### src/rtl/div_pkg.sv
// rtl/div_pkg.sv - shared types and constants for seq_restoring_divider
// Contents: FSM state enum, default operand width, counter-width helper clog2().
package div_pkg;

    typedef enum logic [1:0] {
        IDLE = 2'd0,
        CALC = 2'd1,
        DONE = 2'd2
    } div_state_t;

    localparam int DIV_W_DEFAULT = 8;

    // Number of bits needed to hold values 0 .. value-1.
    function automatic int clog2(input int value);
        int res = 0;
        int v   = value - 1;
        while (v > 0) begin
            res++;
            v = v >> 1;
        end
        return res;
    endfunction

endpackage

### src/rtl/div_sub_step.sv
// rtl/div_sub_step.sv - combinational W+1-bit trial subtract for one divider step
// Ports:
//   partial  in  W+1  shifted partial remainder R'
//   divisor  in  W    divisor
//   diff     out W+1  T = R' - {0,divisor}, formed as R' + ~{0,divisor} + 1
//   non_neg  out 1    T >= 0 (subtraction succeeded, quotient bit = 1)
module div_sub_step #(
    parameter int W = 8
) (
    input  logic [W:0]   partial,
    input  logic [W-1:0] divisor,
    output logic [W:0]   diff,
    output logic         non_neg
);

    localparam logic [W:0] CARRY_IN = {{W{1'b0}}, 1'b1};

    // Same structure as the adder datapath: invert the subtrahend, carry in 1.
    assign diff    = partial + {1'b1, ~divisor} + CARRY_IN;
    assign non_neg = ~diff[W];

endmodule

### src/rtl/seq_restoring_divider.sv
// rtl/seq_restoring_divider.sv - multi-cycle restoring divider, one quotient bit per clock
// Optional feature: define DIV_SIGNED_EN for two's-complement operands
// (truncating division, remainder takes the dividend's sign).
// Ports:
//   i_clk, i_rst            clock, asynchronous active-high reset
//   i_valid, o_ready        operand handshake (i_dividend, i_divisor)
//   o_valid, i_ready        result handshake (o_quotient, o_remainder, o_div_by_zero)
module seq_restoring_divider
    import div_pkg::*;
#(
    parameter int W = DIV_W_DEFAULT
) (
    input  logic         i_clk,
    input  logic         i_rst,
    input  logic         i_valid,
    output logic         o_ready,
    input  logic [W-1:0] i_dividend,
    input  logic [W-1:0] i_divisor,
    output logic         o_valid,
    input  logic         i_ready,
    output logic [W-1:0] o_quotient,
    output logic [W-1:0] o_remainder,
    output logic         o_div_by_zero
);

    localparam int              CNT_W    = (clog2(W) < 1) ? 1 : clog2(W);
    localparam logic [CNT_W-1:0] CNT_LAST = CNT_W'(W - 1);
    localparam logic [CNT_W-1:0] CNT_ONE  = CNT_W'(1);

    div_state_t state_q;
    div_state_t state_d;

    // shift_q holds the dividend at accept; each step shifts its msb into the
    // remainder and shifts the new quotient bit in at the lsb, so after W
    // steps it holds the quotient.
    logic [W-1:0]     shift_q;
    logic [W-1:0]     divisor_q;
    // The held remainder always fits W bits (it is < divisor, or equals a
    // prefix of the dividend when dividing by zero); only R' needs W+1.
    logic [W-1:0]     rem_q;
    logic [CNT_W-1:0] cnt_q;
    logic             dbz_q;

    logic             accept;
    logic             last_step;
    logic [W:0]       partial;
    logic [W:0]       diff;
    logic             non_neg;
    logic [W-1:0]     rem_next;
    logic [W-1:0]     quo_next;
    logic [W-1:0]     quo_final;
    logic [W-1:0]     rem_final;
    logic [W-1:0]     dividend_in;
    logic [W-1:0]     divisor_in;

    assign accept    = i_valid && o_ready;
    assign last_step = (state_q == CALC) && (cnt_q == '0);

    // ---------------- FSM: state register ----------------
    always_ff @(posedge i_clk or posedge i_rst) begin
        if (i_rst) begin
            state_q <= IDLE;
        end else begin
            state_q <= state_d;
        end
    end

    // ---------------- FSM: next state ----------------
    always_comb begin
        state_d = state_q;
        case (state_q)
            IDLE:    if (i_valid) state_d = CALC;
            CALC:    if (cnt_q == '0) state_d = DONE;
            DONE:    if (i_ready) state_d = IDLE;
            default: state_d = IDLE;
        endcase
    end

    // ---------------- FSM: outputs ----------------
    // o_ready only in IDLE, so the cycle of the output handshake can never
    // also accept new operands.
    always_comb begin
        o_ready = 1'b0;
        o_valid = 1'b0;
        case (state_q)
            IDLE:    o_ready = 1'b1;
            DONE:    o_valid = 1'b1;
            default: ;
        endcase
    end

    // ---------------- one restoring step ----------------
    assign partial = {rem_q, shift_q[W-1]};

    div_sub_step #(.W(W)) u_sub_step (
        .partial (partial),
        .divisor (divisor_q),
        .diff    (diff),
        .non_neg (non_neg)
    );

    assign rem_next = non_neg ? diff[W-1:0] : partial[W-1:0];
    assign quo_next = {shift_q[W-2:0], non_neg};

`ifdef DIV_SIGNED_EN
    localparam logic [W-1:0] ONE_W = {{(W-1){1'b0}}, 1'b1};

    logic dividend_neg;
    logic divisor_neg;
    logic dividend_neg_q;
    logic divisor_neg_q;

    assign dividend_neg = i_dividend[W-1];
    assign divisor_neg  = i_divisor[W-1];
    // Magnitude of -2^(W-1) is 2^(W-1), which still fits as unsigned W bits.
    assign dividend_in  = dividend_neg ? (~i_dividend + ONE_W) : i_dividend;
    assign divisor_in   = divisor_neg  ? (~i_divisor  + ONE_W) : i_divisor;

    always_ff @(posedge i_clk or posedge i_rst) begin
        if (i_rst) begin
            dividend_neg_q <= 1'b0;
            divisor_neg_q  <= 1'b0;
        end else if (accept) begin
            dividend_neg_q <= dividend_neg;
            divisor_neg_q  <= divisor_neg;
        end
    end

    // Sign fix-up on the last step so it lands in the output registers on
    // entry to DONE. Divide by zero forces an all-ones quotient whatever the
    // signs; the remainder fix-up restores the original dividend.
    always_comb begin
        quo_final = quo_next;
        rem_final = rem_next;
        if (dbz_q) begin
            quo_final = '1;
        end else if (dividend_neg_q ^ divisor_neg_q) begin
            quo_final = ~quo_next + ONE_W;
        end
        if (dividend_neg_q) begin
            rem_final = ~rem_next + ONE_W;
        end
    end
`else
    assign dividend_in = i_dividend;
    assign divisor_in  = i_divisor;
    assign quo_final   = quo_next;
    assign rem_final   = rem_next;
`endif

    // ---------------- datapath registers ----------------
    always_ff @(posedge i_clk or posedge i_rst) begin
        if (i_rst) begin
            shift_q       <= '0;
            divisor_q     <= '0;
            rem_q         <= '0;
            cnt_q         <= '0;
            dbz_q         <= 1'b0;
            o_quotient    <= '0;
            o_remainder   <= '0;
            o_div_by_zero <= 1'b0;
        end else begin
            if (accept) begin
                shift_q   <= dividend_in;
                divisor_q <= divisor_in;
                rem_q     <= '0;
                cnt_q     <= CNT_LAST;
                dbz_q     <= (i_divisor == '0);
            end else if (state_q == CALC) begin
                shift_q <= quo_next;
                rem_q   <= rem_next;
                if (cnt_q != '0) begin
                    cnt_q <= cnt_q - CNT_ONE;
                end
            end

            // Results only change on entry to DONE and hold until the next one.
            if (last_step) begin
                o_quotient    <= quo_final;
                o_remainder   <= rem_final;
                o_div_by_zero <= dbz_q;
            end
        end
    end

endmodule

### config.mk
export PLATFORM = sky130hd
export DESIGN_NAME = seq_restoring_divider
export DESIGN_NICKNAME = d
export VERILOG_FILES = /design/src/rtl/div_pkg.sv /design/src/rtl/div_sub_step.sv /design/src/rtl/seq_restoring_divider.sv
export SDC_FILE = /design/constraint.sdc
export NUM_CORES = 1
export LEC_CHECK = 0
export ABC_CLOCK_PERIOD_IN_PS = 2700
export CAP_MARGIN = 15
export CORE_MARGIN = 3
export CORE_UTILIZATION = 50
export DETAILED_ROUTE_END_ITERATION = 7
export GPL_TIMING_DRIVEN = 1
export PLACE_DENSITY = 0.75
export SYNTH_ARGS = -nofsm -noshare
export SYNTH_HDL_FRONTEND = slang
export SYNTH_SLANG_ARGS = --single-unit
### constraint.sdc
create_clock -name i_clk -period 2.7 [get_ports i_clk]
set_input_delay 0.81 -clock i_clk [delete_from_list [all_inputs] [get_ports i_clk]]
set_output_delay 0.81 -clock i_clk [all_outputs]
set_load 0.05 [all_outputs]
# Word-level counts from Yosys, hierarchy flattened
# Index checks and enable logic that the tools add are counted.
[word_totals]
regBits = 47
latchBits = 0
mem_bits_rw = 0
romBits = 0
input_bits = 20
out_inout_bits = 19
word_cells = 43
memories = 0
[classes]
addsub = 3
n_mul = 0
n_div = 0
order_cmp = 0
eq_ne = 5
n_shift = 0
mux = 14
bitwise_logic = 2
reduce_logical = 10
[ops]
columns = ["op", "count"]
rows = [
  ["8-bit two-way mux", 5],
  ["9-bit by 1-bit adder with 9-bit output (second input constant)", 1],
  ["9-bit adder", 1],
  ["3-bit two-way mux", 3],
  ["8-bit logical NOT", 1],
  ["8-bit NOT", 1],
  ["2-bit two-way mux", 3],
  ["2-bit != test (second input constant)", 3],
  ["2-bit one-hot mux with 3 select lines", 1],
  ["2-bit nonzero test", 2],
  ["3-bit logical NOT", 1],
  ["3-bit AND reduction", 1],
  ["3-bit nonzero test", 1],
  ["3-bit by 1-bit subtractor with 3-bit output (second input constant)", 1],
  ["2-bit by 1-bit equality test with 1-bit output (second input constant)", 1],
  ["2-bit equality test (second input constant)", 1],
  ["1-bit logical AND", 2],
  ["2-bit logical NOT", 1],
  ["1-bit two-way mux", 2],
  ["2-bit AND reduction", 1],
  ["1-bit NOT", 1],
]

# Longest topological paths before layout
# Gate-level depths: netlist (run 1).
[logic_depth]
depth_word = 6
mapped_depth = 9
ltp_nobuf = 9

# Cells and area by module
# A second synthesis (run 1) with hierarchy kept.
[hier_totals]
hier_cells = 230
hier_area_um2 = 2411.1
[modules_own_cells]
columns = ["module", "instances", "cells_each", "area_each_um2", "seq_area_each_um2"]
rows = [
  ["seq_restoring_divider", 1, 168, 2000.7, 1176.1],
  ["div_sub_step", 1, 62, 410.4, 0.0],
]

# Worst setup path after synthesis (run 1)
# OpenSTA, ideal clock, no wires.
[synth_timing]
path_type = "register to register"
from = "reg shift_q[7]"
to = "reg rem_q[0]"
setup_ns = 0.077
arrival_ns = 2.380
required_ns = 2.623
slack_ns = 0.243
stages_incl_launch_ff = 10
n_path_buf = 0
period_less_slack_ns = 2.457
cell_sequence = "dfrtp_1 -> inv_1 -> ha_1 -> inv_1 -> fa_1 -> a211oi_4 -> o211ai_2 -> a211oi_4 -> mux2_4 -> o21ai_1"
[synth_via]
elab_chain_cells = 5
[synth_rtl]
columns = ["item", "line", "source"]
rows = [
  ["start, declared", "seq_restoring_divider.sv:36", "logic [W-1:0] shift_q;"],
  ["start signal, assigned", "seq_restoring_divider.sv:164", "shift_q <= dividend_in;"],
  ["start signal, assigned", "seq_restoring_divider.sv:170", "shift_q <= quo_next;"],
  ["9-bit adder", "div_sub_step.sv:19", "assign diff = partial + {1'b1, ~divisor} + CARRY_IN;"],
  ["9-bit by 1-bit adder with 9-bit output", "div_sub_step.sv:19", ""],
  ["8-bit two-way mux (*)", "seq_restoring_divider.sv:102", "assign rem_next = non_neg ? diff[W-1:0] : partial[W-1:0];"],
  ["8-bit two-way mux (*)", "seq_restoring_divider.sv:169", "end else if (state_q == CALC) begin"],
  ["8-bit two-way mux (*)", "seq_restoring_divider.sv:163", "if (accept) begin"],
  ["end signal, assigned", "seq_restoring_divider.sv:171", "rem_q <= rem_next;"],
  ["end, declared", "seq_restoring_divider.sv:40", "logic [W-1:0] rem_q;"],
]
# Every way passes the cells marked *; elsewhere a longest branch is shown, timed or not. The select of a mux whose other input is x is not followed.
# A chain may end at the register's enable or synchronous reset.

# Worst setup path after layout (run 1)
[layout_timing]
from = "reg shift_q[7]"
to = "reg o_remainder[7]"
[layout_via]
elab_chain_cells = 3
[layout_rtl]
columns = ["item", "line", "source"]
rows = [
  ["9-bit adder", "div_sub_step.sv:19", ""],
  ["9-bit by 1-bit adder with 9-bit output", "div_sub_step.sv:19", ""],
  ["8-bit two-way mux", "seq_restoring_divider.sv:102", ""],
  ["end signal, assigned", "seq_restoring_divider.sv:180", "o_remainder <= rem_final;"],
  ["end, declared", "seq_restoring_divider.sv:22", "output logic [W-1:0] o_remainder,"],
]
# Every way passes these cells.

==> results of run 1 <==
## per-stage QoR
stage	setup WS (ps)	instances	instance area, um2	hold slack [ps]
detailed placement	169	350	2890	462
global placement	263	350	2890	456
CTS	141	358	3010	486
finish	145	358	3010	479
floorplan	243	262	2420	439
global route	5.38	358	3010	495
## critical path: stages (launching register included)
cell and delay [ps]:
dfrtp_1 370, inv_1 90, ha_1 170, inv_1 50
fa_1 430, a211oi_4 300, o211ai_2 160, a2111oi_0 590
buf_4 210, o21ai_0 70, nand2_1 60
## flip-flops by register name, summed over array words and instances, names as in the netlist
name	flops
o_remainder	8
o_div_by_zero	1
o_quotient	8
divisor_q	8
cnt_q	3
dbz_q	1
state_q	2
rem_q	8
shift_q	8
## synthesized netlist by cell type (all sizes together), types with 3 or more instances
cell type | count | area, um2
a211oi | 5 | 62.6
a21oi | 5 | 28.8
a22oi | 5 | 37.5
clkbuf | 9 | 33.8
dfrtp | 47 | 1180
ha | 10 | 125
inv | 15 | 56.3
mux2i | 6 | 60.1
nand2 | 68 | 255
nand2b | 6 | 37.5
nand3 | 11 | 55.1
nor2 | 11 | 41.3
o211ai | 4 | 40.0
o21ai | 25 | 125
xor2 | 3 | 26.3
## cell families after synthesis
logic type               after synthesis  synth area share
AND/OR/NAND/NOR                      110             0.200
AO/OA/AOI/OAI                         55             0.158
flip-flops                            47             0.485
buffers and inverters                 26            0.0413
adder cells (fa/ha/maj)               11            0.0599
multiplexers                           8            0.0372
XOR/XNOR                               5            0.0181
## area by class of cell
type | instances | area [um2]
well taps | 52 | 65.1
inverters | 15 | 56.3
clock buffers | 5 | 68.8
flip-flops and latches | 47 | 1180
clock inverters | 3 | 47.5
multi-input cells | 189 | 1150
repair buffers | 47 | 448
fillers | 372 | 1490
## final timing paths
check / start / to / slack (ps)
worst max-delay path: shift_q[7] / o_remainder[7] / 140
worst min-delay path: o_quotient[3] / o_quotient[3] / 480
worst max register to register: shift_q[7] / o_remainder[7] / 140
worst min register to register: o_quotient[3] / o_quotient[3] / 480
max in group asynchronous: i_rst / divisor_q[2] / 1350
min in group asynchronous: i_rst / o_quotient[1] / 800
## metal layers
layer / vias up / global-route usage / wire length, um / share of wire
met5: - / 0 / 0 / 0
met4: 0 / 0.0816 / 130 / 0.025
met3: 10 / 0.0449 / 244 / 0.046
met2: 59 / 0.348 / 2500 / 0.47
met1: 941 / 0.283 / 2400 / 0.45
li1: 975 / - / - / -
==> impl_results.md, run 1 <==
* H-tree depth reported by CTS at 2
* Synth Flop Type: dfrtp_1
* Clock period minus worst slack at 2560 ps
* Die Wd at 75.6 um
* Largest net degree at the start of global routing at 26
* First-pass GRT wire length at 9190 um
* Syn nets at 293
* Layout cells sized above 1 at 0.0882
* Sum Neg Setup Slack at 0 ps
* CP arrival at 2800 ps
* Reg clk slew, reported paths at 90 ps
* Hold Path Class: flop to flop
* Final global-route overflow total at 0
* Startpoint Class: flop
* CP Class: flop to flop
* Core Region at 0.00450 mm2
* Die Y at 75.6 um
* Row count at 24
* Nets at 336
* Initial Util at 0.538
* Post-synth EDFFs at 0
* Synth warn at 0
* Commonest non-fill, non-tap cell in the layout: nand2_1
* Initial antenna violation count at 0
* CTS tree: built
* Post-synthesis async set-or-reset flop share at 1.00
* Relative slew slack at 0.571
* Post-Syn Instances at 262
* Final ANT Viol Nets at 0
* Worst Setup End Kind: flop
* CTS Hold Bufs at 0
* Synth unique cells at 41
* Final Hold Viols at 0
* RePlAce Congestion at 0.864
* Hold path cells at 2
* Synth Register Bits at 47
* Total GRT Usage at 0.214
* Area Growth Syn to Fin at 24.1%
* CTS max path bufs at 2
* Worst R2R Path Depth at 10
* Final Skew at 9.32 ps
* Vias at 1985
* Total of max-cap violations at 0
* Iter 0 DRT Violations at 117
* Post-CTS Resized at 0
* Antenna diodes at 0
* Final Max Tran Viols at 0
* CTS Buf Count at 5
* RSZ-0062 raised after global routing: false
* Crit Path Max Fanout at 4
* Mean Syn Cell Area at 9.26 um2
* FMAX at 391 MHz
* Status: completed
* DRC at 0
* Pin slew with the least headroom to its limit at 641 ps
* Post-DR vias/cell at 5.54
* Sequential share of the synthesized area at 0.485
* Port-buffer cells at 38
* CTS Root Cell: clkbuf_8
* WL final at 5270 um
* Detailed-placement wirelength estimate at 3950 um
* Post-route clock period utilization at 0.946
* # Post-CTS Setup Buffers at 0
* Clk sinks at 47
* Area of the die at 0.00572 mm2
* Mean routed wirelength per cell at 14.7 um
* Clk_lat worst skew at 310 ps
* 1st-pass router iterations at 4
* Setup violations, final at 0
* Worst EP required at 2950 ps
* Boundary Pins at 39
* Cell area after synthesis at 0.00242 mm2
* Most frequent cells in the layout: 68 x nand2_1, 47 x dfrtp_1, 38 x clkdlybuf4s50_1
* Final core occ at 0.668
* Number of global-route vias before repair at 2001
Power of run 1 is left out: the tool's default activity adds up to more than one toggle a clock period on the data nets, which glitch-free logic cannot reach.
==> run 2: changes to the inputs <==
--- a/config.mk
+++ b/config.mk
@@ -6,12 +6,12 @@
 export NUM_CORES = 1
 export LEC_CHECK = 0
 export ABC_CLOCK_PERIOD_IN_PS = 2700
-export CAP_MARGIN = 15
+export CAP_MARGIN = 20
 export CORE_MARGIN = 3
-export CORE_UTILIZATION = 50
+export CORE_UTILIZATION = 35
+export CTS_CLUSTER_DIAMETER = 120
 export DETAILED_ROUTE_END_ITERATION = 7
 export GPL_TIMING_DRIVEN = 1
-export PLACE_DENSITY = 0.75
 export SYNTH_ARGS = -nofsm -noshare
 export SYNTH_HDL_FRONTEND = slang
 export SYNTH_SLANG_ARGS = --single-unit
==> run 2 against run 1 <==
Net effect: cell count up 6.4%; clock skew shrank 3.4 ps; non-clock buffer count is 2 lower; register-to-register slack improved by 40 ps.
==> impl_results.md, run 2 (synthesis results as in run 1) <==
* Initial antenna violation count at 0
* Post-CTS Resized at 0
* CP Class: flop to output port
* Final ANT Viol Nets at 0
* RSZ-0062 raised after global routing: false
* Antenna diodes at 0
* FMAX at 394 MHz
* Status: completed
* Hold Crit Start: o_quotient[2]
* Final Max Tran Viols at 0
* Vias at 1899
* Commonest non-fill, non-tap cell in the layout: nand2_1
* 1st-pass router iterations at 4
* CTS max path bufs at 2
* Reg clk slew, reported paths at 90 ps
* Final Hold Viols at 0
* H-tree depth reported by CTS at 2
* Final global-route overflow total at 0
* Reg2reg start: shift_q[7]
* Row count at 29
* CTS Hold Bufs at 0
* Slowest-stage cell, CP: clkdlybuf4s50_1
* CP Cell Sequence: nor2_1, clkdlybuf4s50_1
* CTS Buf Count at 5
* Final Skew at 5.90 ps
* Critical Path Source: state_q[0]
* Number of global-route vias before repair at 1895
* Pin slew with the least headroom to its limit at 745 ps
* Area Growth Syn to Fin at 24.1%
* Largest net degree at the start of global routing at 48
* CTS tree: built
* Setup violations, final at 0
* Worst Setup End Kind: output port
* Clk_lat worst skew at 310 ps
* Relative slew slack at 0.502
* Area of the die at 0.00796 mm2
* DRC at 0
* Total of max-cap violations at 0
* Crit Path Max Fanout at 4
* RePlAce Congestion at 0.843
* CTS Root Cell: clkbuf_8
* Detailed-placement wirelength estimate at 3990 um
* First-pass GRT wire length at 9350 um
* Mean routed wirelength per cell at 14.5 um
* Boundary Pins at 39
* Die Wd at 89.2 um
* Clock period minus worst slack at 2540 ps
* Die Y at 89.2 um
* Most frequent cells in the layout: 68 x nand2_1, 47 x dfrtp_1, 38 x clkdlybuf4s50_1
* Crit-path max cell delay at 840 ps
* Layout cells sized above 1 at 0.0822
* Post-route clock period utilization at 0.940
* # Post-CTS Setup Buffers at 0
* Post-DR vias/cell at 4.98
* Sum Neg Setup Slack at 0 ps
* Core Region at 0.00653 mm2
* Total GRT Usage at 0.155
* Port-buffer cells at 38
* Worst EP required at 1890 ps
* Initial Util at 0.371
* Clk sinks at 47
* Startpoint Class: flop
* Nets at 334
* Iter 0 DRT Violations at 93
* Hold Path Class: flop to flop
* WL final at 5520 um
* CP arrival at 1730 ps
==> run 2: cell types whose count changed in the layout (fill, tap and decap cells not counted), sizes merged <==
cell / previous run / this run
clkinv: 1 / 2
buf: 9 / 7
bufinv: 1 / 0
==> run 2: path summary, 6_finish.rpt <==
path | to | cells past startpoint | slack [ps]
worst max-delay path | o_ready | 2 | 160
worst max register to register | o_remainder[0] | 10 | 180
worst min register to register | o_quotient[2] | 2 | 480
min in group asynchronous | o_remainder[4] | 3 | 860
max in group asynchronous | divisor_q[1] | 3 | 1620
worst min-delay path | o_quotient[2] | 2 | 480
==> run 2: routing by layer <==
metal  global-route usage  wire length [um]  vias to the layer above
met5                    0                 0                        -
met4               0.0365                46                        0
met3               0.0452               244                        6
met2                0.247              2660                       37
met1                0.210              2570                      890
li1                     -                 -                      966
==> run 2: final cells by class <==
class,count,area (um2)
Multi-Input combinational cell,189,1150
Tap cell,77,96.3
Clock inverter,3,18.8
Sequential cell,47,1180
Inverter,15,56.3
Clock buffer,5,68.8
Fill cell,651,3520
Timing Repair Buffer,45,445
==> run 2: per-stage QoR <==
stage / std cells / util / setup WS [ps] / area (um2) / hold slack [ps]
4_1_cts: 381 / 0.461 / 153 / 3010 / 485
2_1_floorplan: 262 / - / 243 / 2420 / 439
3_5_place_dp: 373 / 0.448 / 168 / 2920 / 461
6_report: 381 / 0.461 / 163 / 3010 / 478
3_3_place_gp: 373 / 0.448 / 257 / 2920 / 459
5_1_grt: 381 / 0.461 / 38.5 / 3010 / 505
==> run 2: worst max-delay path, delay by kind of cell (launching register included) <==
kind                   cells  cell delay [ps]
buffers and inverters      1              840
and+or+nand+nor            1              180
DFF                        1              410
Power of run 2 is left out for the same reason.
